<file path="src/rtl/instr_decode_ctrl.sv">
// Instruction decode and sequencing control for a single-issue 24-bit ISA.
// Drives datapath enables combinationally; tracks LD writeback, HALT, Z flag and a PC shadow.
module instr_decode_ctrl (
  input  logic        CLK,
  input  logic        reset,
  input  logic [23:0] instr,
  input  logic        alu_zero,
  output logic        PCSrc,
  output logic [7:0]  immediate,
  output logic [3:0]  rd_addr,
  output logic [3:0]  rs_addr,
  output logic [3:0]  rt_addr,
  output logic [7:0]  imm_data,
  output logic [1:0]  alu_op,
  output logic        alu_src_imm,
  output logic        reg_we,
  output logic        mem_re,
  output logic        mem_we,
  output logic        wb_sel,
  output logic        halted,
  output logic [7:0]  pc_shadow
);

  typedef enum logic [1:0] {
    ST_RUN     = 2'd0,
    ST_LOAD_WB = 2'd1,
    ST_HALT    = 2'd2
  } state_e;

  localparam logic [3:0] OP_ADD  = 4'h1;
  localparam logic [3:0] OP_SUB  = 4'h2;
  localparam logic [3:0] OP_ADDI = 4'h3;
  localparam logic [3:0] OP_LD   = 4'h4;
  localparam logic [3:0] OP_ST   = 4'h5;
  localparam logic [3:0] OP_JMP  = 4'h6;
  localparam logic [3:0] OP_BEQ  = 4'h7;
  localparam logic [3:0] OP_BNE  = 4'h8;
  localparam logic [3:0] OP_CMP  = 4'h9;
  localparam logic [3:0] OP_HALT = 4'hF;

  localparam logic [1:0] ALU_ADD  = 2'b00;
  localparam logic [1:0] ALU_SUB  = 2'b01;
  localparam logic [1:0] ALU_PASS = 2'b10;

  state_e      state_q, state_d;
  logic        z_flag_q, z_flag_d;
  logic [7:0]  pc_q, pc_d;
  logic [3:0]  opcode_s;

  assign opcode_s  = instr[23:20];
  assign rd_addr   = instr[19:16];
  assign rs_addr   = instr[15:12];
  assign rt_addr   = instr[11:8];
  assign imm_data  = instr[7:0];
  assign halted    = (state_q == ST_HALT);
  assign pc_shadow = pc_q;

  // Decode: control outputs and next-state values
  always_comb begin
    PCSrc       = 1'b0;
    immediate   = instr[7:0];
    alu_op      = ALU_ADD;
    alu_src_imm = 1'b0;
    reg_we      = 1'b0;
    mem_re      = 1'b0;
    mem_we      = 1'b0;
    wb_sel      = 1'b0;
    state_d     = state_q;
    z_flag_d    = z_flag_q;
    // Outputs stay quiet while reset is held even though state already reads RUN
    if (reset) begin
      state_d  = ST_RUN;
      z_flag_d = 1'b0;
    end else begin
      case (state_q)
        ST_RUN: begin
          case (opcode_s)
            OP_ADD: begin
              reg_we = 1'b1;
            end
            OP_SUB: begin
              alu_op   = ALU_SUB;
              reg_we   = 1'b1;
              z_flag_d = alu_zero;
            end
            OP_ADDI: begin
              alu_src_imm = 1'b1;
              reg_we      = 1'b1;
            end
            OP_LD: begin
              mem_re    = 1'b1;
              PCSrc     = 1'b1;
              immediate = pc_q;
              state_d   = ST_LOAD_WB;
            end
            OP_ST: begin
              mem_we = 1'b1;
              alu_op = ALU_PASS;
            end
            OP_JMP: begin
              PCSrc = 1'b1;
            end
            OP_BEQ: begin
              PCSrc = z_flag_q;
            end
            OP_BNE: begin
              PCSrc = ~z_flag_q;
            end
            OP_CMP: begin
              alu_op   = ALU_SUB;
              z_flag_d = alu_zero;
            end
            OP_HALT: begin
              PCSrc     = 1'b1;
              immediate = pc_q;
              state_d   = ST_HALT;
            end
            default: begin
              state_d = ST_RUN;
            end
          endcase
        end
        // Writeback completes regardless of what the ROM re-presents
        ST_LOAD_WB: begin
          mem_re  = 1'b1;
          wb_sel  = 1'b1;
          reg_we  = 1'b1;
          state_d = ST_RUN;
        end
        ST_HALT: begin
          PCSrc     = 1'b1;
          immediate = pc_q;
          state_d   = ST_HALT;
        end
        default: begin
          state_d = ST_RUN;
        end
      endcase
    end
    pc_d = PCSrc ? immediate : (pc_q + 8'd1);
  end

  // State, Z flag and PC shadow registers
  always_ff @(posedge CLK or posedge reset) begin
    if (reset) begin
      state_q  <= ST_RUN;
      z_flag_q <= 1'b0;
      pc_q     <= 8'd0;
    end else begin
      state_q  <= state_d;
      z_flag_q <= z_flag_d;
      pc_q     <= pc_d;
    end
  end

endmodule

</file>
<file path="config.mk">
export PLATFORM = sky130hd
export DESIGN_NAME = instr_decode_ctrl
export DESIGN_NICKNAME = d
export VERILOG_FILES = /design/src/rtl/instr_decode_ctrl.sv
export SDC_FILE = /design/constraint.sdc
export NUM_CORES = 1
export LEC_CHECK = 0
export ABC_CLOCK_PERIOD_IN_PS = 4700
export BUFFER_PORTS_ARGS = -buffer_cell sky130_fd_sc_hd__buf_2
export CAP_MARGIN = 10
export CORE_MARGIN = 8
export CORE_UTILIZATION = 25
export CTS_CLUSTER_SIZE = 10
export DETAILED_ROUTE_END_ITERATION = 16
export GPL_TIMING_DRIVEN = 0
export PLACE_DENSITY = 0.5
export SLEW_MARGIN = 20
export SYNTH_ARGS = -nofsm -noshare
export SYNTH_HDL_FRONTEND = slang
export SYNTH_SLANG_ARGS = --single-unit
</file>
<file path="constraint.sdc">
create_clock -name CLK -period 4.7 [get_ports CLK]
set_clock_uncertainty 0.1 [all_clocks]
set_input_delay 0.235 -clock CLK [delete_from_list [all_inputs] [get_ports CLK]]
set_output_delay 0.235 -clock CLK [all_outputs]
set_load 0.05 [all_outputs]
</file>
### Word-level counts from Yosys, hierarchy flattened

Index checks and enable logic that the tools add are counted.

| operators by class | value |
|---|---|
| add/sub/neg operators | 1 |
| equal/unequal tests | 13 |
| muxes and demuxes | 30 |
| bitwise gates (word level) | 1 |
| reduce and logical (&&, ||, !) cells | 9 |

Operators by type and width:

| kind | count |
|---|---|
| two-way mux 8 bit | 3 |
| equality test 4 x 3 -> 1 bit, second input constant | 4 |
| two-way mux 1 bit | 16 |
| case mux 8 bit (2 select lines) | 1 |
| equality test 4 bit, second input constant | 3 |
| adder 8 x 1 -> 8 bit, second input constant | 1 |
| equality test 4 x 2 -> 1 bit, second input constant | 2 |
| case mux 2 bit (2 select lines) | 2 |
| OR reduction 8 bit | 1 |
| two-way mux 2 bit | 3 |
| case mux 1 bit (2 select lines) | 3 |
| case mux 2 bit (3 select lines) | 1 |
| OR reduction 3 bit | 2 |
| equality test 4 x 1 -> 1 bit, second input constant | 1 |
| nonzero test 2 bit | 2 |
| OR reduction 2 bit | 2 |
| inequality test 3 bit, second input constant | 1 |
| case mux 1 bit (3 select lines) | 1 |
| equality test 2 x 1 -> 1 bit, second input constant | 1 |
| equality test 2 bit, second input constant | 1 |
| zero test 2 bit | 1 |
| AND reduction 2 bit | 1 |
| NOT 1 bit | 1 |

| storage, ports and cells | value |
|---|---|
| flip-flop bits (word level) | 11 |
| bits of input ports | 27 |
| output and inout port bits | 45 |
| logic and storage cells | 57 |

### Logic depth before layout (Yosys ltp)

| logic depth | value |
|---|---|
| depth after elaboration | 6 |
| mapped depth | 7 |
| depth with buffers taken out | 5 |

### Worst setup path before layout

No wires, ideal clock.

| path | value |
|---|---|
| path type | register to output |
| from | reg state_q[1] |
| to | out alu_op[1] |
| arrival | 2,468 ps |
| data required time | 4,365 ps |
| path slack | 1,897 ps |
| cell stages (with the launch flop) | 6 |
| path buffers | 2 |
| path through | dfrtp_1 -> clkbuf_1 -> nor4_1 -> nand2_1 -> nor3b_1 -> buf_4 |

| on the way | value |
|---|---|
| cells in the longest elaborated chain, start to end | 3 |

Ends and longest elaborated chain:

| element | line | text |
|---|---|---|
| start: declaration | 45 | `state_e state_q, state_d;` |
| start signal: assignment | 150 | `state_q <= state_d;` |
| zero test 2 bit | 75 | `case (state_q)` |
| two-way mux 2 bit | 75 |  |
| two-way mux 2 bit | 71 | `if (reset) begin` |
| end: declaration | 14 | `output logic [1:0] alu_op,` |

No other way between the ends.

### Worst setup path in the final report

| path | value |
|---|---|
| from | in reset |
| to | out immediate[3] |

| on the way | value |
|---|---|
| cells in the longest elaborated chain, start to end | 1 |

Ends and longest elaborated chain:

| element | line | text |
|---|---|---|
| start: declaration | 5 | `input logic reset,` |
| two-way mux 8 bit | 71 |  |
| end: declaration | 9 | `output logic [7:0] immediate,` |

No other way between the ends.

==> metrics <==
hold path depth 2; antenna-violating nets left 0; die span in x 80.0 um; sequential-to-total area share from yosys stat 26.9%; Post-Syn Area per Cell 8.91 um2; H-Tree Depth 1; 1st-pass router iterations 4; Worst-path clk slew 0.05 ns; maximum VDD drop 133 uV; Fin Setup TNS 0 ns; reg2reg end pc_shadow[2]; Net Sw Power 0.376 mW; Leak Pwr 0.728 nW; CP Data Required Time 4.37 ns; period utilization 54.6%; Hold Vio Cnt, Final 0; Post-DP HPWL 2.65 mm; Boundary Pins 72; Detailed Route WL 3.31 mm; Main synth FF type dfrtp_1; Seq. cell area 275 um2; reg2reg path depth 5; Syn. warnings 0; Inst Count DP 221; worst min path class in2reg; Starting Density 25.8%; Root Driver clkbuf_8; Setup crit end kind output pin; Layout area overhead 38.8%; worst r2r src state_q[1]; GRT Residual Overflow 0; MaxCap Viol Count 0; Async SR Flop Fraction 100%; fill count 429; Max Fclk 390 MHz; vias in the first global route 1154; Multi-input gate area 554 um2; Post-Synthesis Net Count 143; Ant. Diodes 0; Skew-Pair Late Insertion Delay 0.24 ns; Synth Register Bits 11; DR iter-0 viols 42; GP Congestion 0.760; initial antenna violation count 0; Port Buf Inserts 56; sequential power share 26.7%; Worst Path Max Fanout 10; Die Area 6400 um2; power per cell area 489 nW/um2; Max-slew headroom 67.1%; core area 3970 um2; status finished clean; switching part of the total 54.1%; DRC errors left 0; layout cell share with drive strength beyond 1 55.7%; unrepaired setup endpoints after global routing false; final setup violation count 0; logic gate share of total power 59.3%; Mapped Area 1020 um2; Slew Viols, Final 0; Slew @ Worst Pin 0.491 ns; Via density 4.73; reg2reg setup slack 2.76 ns; EDFF count, synth 0; clock buffer count from CTS 3; Setup Buffers After CTS 0; Min-Delay Endpoint state_q[0]; Final Util 35.8%; DR WL/cell 14.7 um; post-synth cell types 39; total global-route track usage 10.5%; Clk pwr share 14.0%; largest net degree at the start of global routing 12; CP Launch Type input pin; Row Count 23; crit path kind in2out; Non-Filler Instances 226; first-pass GRT wire length 5.54 mm; clk buf depth 2; min-delay src instr[20]; final net count 205; minimum clock period 2.57 ns; routed vias 1068; CTS Sinks 11; Die H 80.0 um; Post-Syn Instances 115; Int Power 0.319 mW; CP arrival 2.23 ns; CTS tree yes
## through the flow
step	hold WS, ns	cell area (um2)	setup WS [ns]	power, mW
2_1_floorplan	0.150	1020	1.90	0.504
4_1_cts	0.124	1420	2.12	0.703
3_5_place_dp	0.247	1370	2.58	0.601
6_report	0.134	1420	2.13	0.695
5_1_grt	0.142	1420	1.95	0.738
3_3_place_gp	0.236	1370	2.60	0.594
## cells in the final DEF, fill, tap and decap left out, drive strengths merged, types with 2 or more instances in the layout
cell / n
and3: 2
xor2: 3
nor3b: 2
o21a: 3
clkbuf: 6
a21oi: 2
xnor2: 2
nor3: 6
nor2: 10
nand2: 2
mux2: 8
dfrtp: 11
a22oi: 5
inv: 2
buf: 81
o22ai: 5
o21ai: 4
nand3: 4
## power groups by stage
stage | combinational (mW) | clock, mW | sequential [mW]
6_report | 0.412 | 0.0975 | 0.186
4_1_cts | 0.416 | 0.101 | 0.185
2_1_floorplan | 0.206 | 0 | 0.298
3_5_place_dp | 0.414 | 0 | 0.187
5_1_grt | 0.439 | 0.106 | 0.193
3_3_place_gp | 0.410 | 0 | 0.184
## worst max path at each step
stage | start | endpoint | slack (ns) | cells after the start
after floorplan | state_q[1] | alu_op[1] | 1.90 | 5
after global placement | instr[23] | immediate[2] | 2.60 | 6
after detailed placement | instr[23] | immediate[5] | 2.58 | 6
after CTS | reset | immediate[5] | 2.12 | 7
after global routing | reset | immediate[3] | 1.95 | 7
final | reset | immediate[3] | 2.13 | 7
## synth_stat cells, drive strengths merged, types with 2 or more instances
library cell | count | share of area, %
xnor2 | 2 | 1.7
xor2 | 3 | 2.6
nand2 | 2 | 0.98
clkbuf | 2 | 0.73
a21oi | 2 | 0.98
mux2 | 8 | 8.8
nor2 | 10 | 3.7
dfrtp | 11 | 27
inv | 2 | 0.73
and3 | 2 | 1.2
o21ai | 4 | 2.0
nand3 | 4 | 2.0
nor3 | 6 | 3.4
nor3b | 2 | 1.5
buf | 25 | 18
a22oi | 5 | 3.7
o22ai | 5 | 3.1
o21a | 3 | 2.2
## final cells by class
cell class	count	share of cell area [%]
Buffer	27	13.2
Inverter	2	0.528
Sequential cell	11	19.3
Timing Repair Buffer	57	20.4
Tap cell	50	4.40
Clock buffer	4	3.17
Multi-Input combinational cell	75	39.0
## registers in the layout, summed over array words and instances, names as in the netlist
signal and count:
pc_shadow 8, z_flag_q 1, state_q 2
## cell families after synthesis
family	after synthesis	synth area share [%]
compound gates	26	17.8
xor+xnor	5	4.27
buf+inv	29	19.0
fa+ha+maj	1	1.22
flops	11	26.9
mux	9	9.77
simple gates	34	21.0
## worst max-delay path: stages
cell	delay (ns)
dlygate4sd3_1	0.53
buf_2	0.18
nor2_1	0.14
clkbuf_1	0.37
nand2_2	0.25
mux2_2	0.32
buf_2	0.21
## metal layers
layer | global-route usage (%) | up-vias | part of all wire [%]
met5 | 0 | - | 0
met4 | 2.18 | 0 | 0.72
met3 | 3.94 | 2 | 9.7
met2 | 18.9 | 48 | 49
met1 | 11.4 | 497 | 41
li1 | - | 521 | -
## what timing repair did
item / 4_1_cts / 5_1_grt
hold buffers: 1 / 0
hold endpoints to repair: 11 / 0
gates resized for setup: 0 / 0
Note: power is estimated with default switching activity, not from simulation.
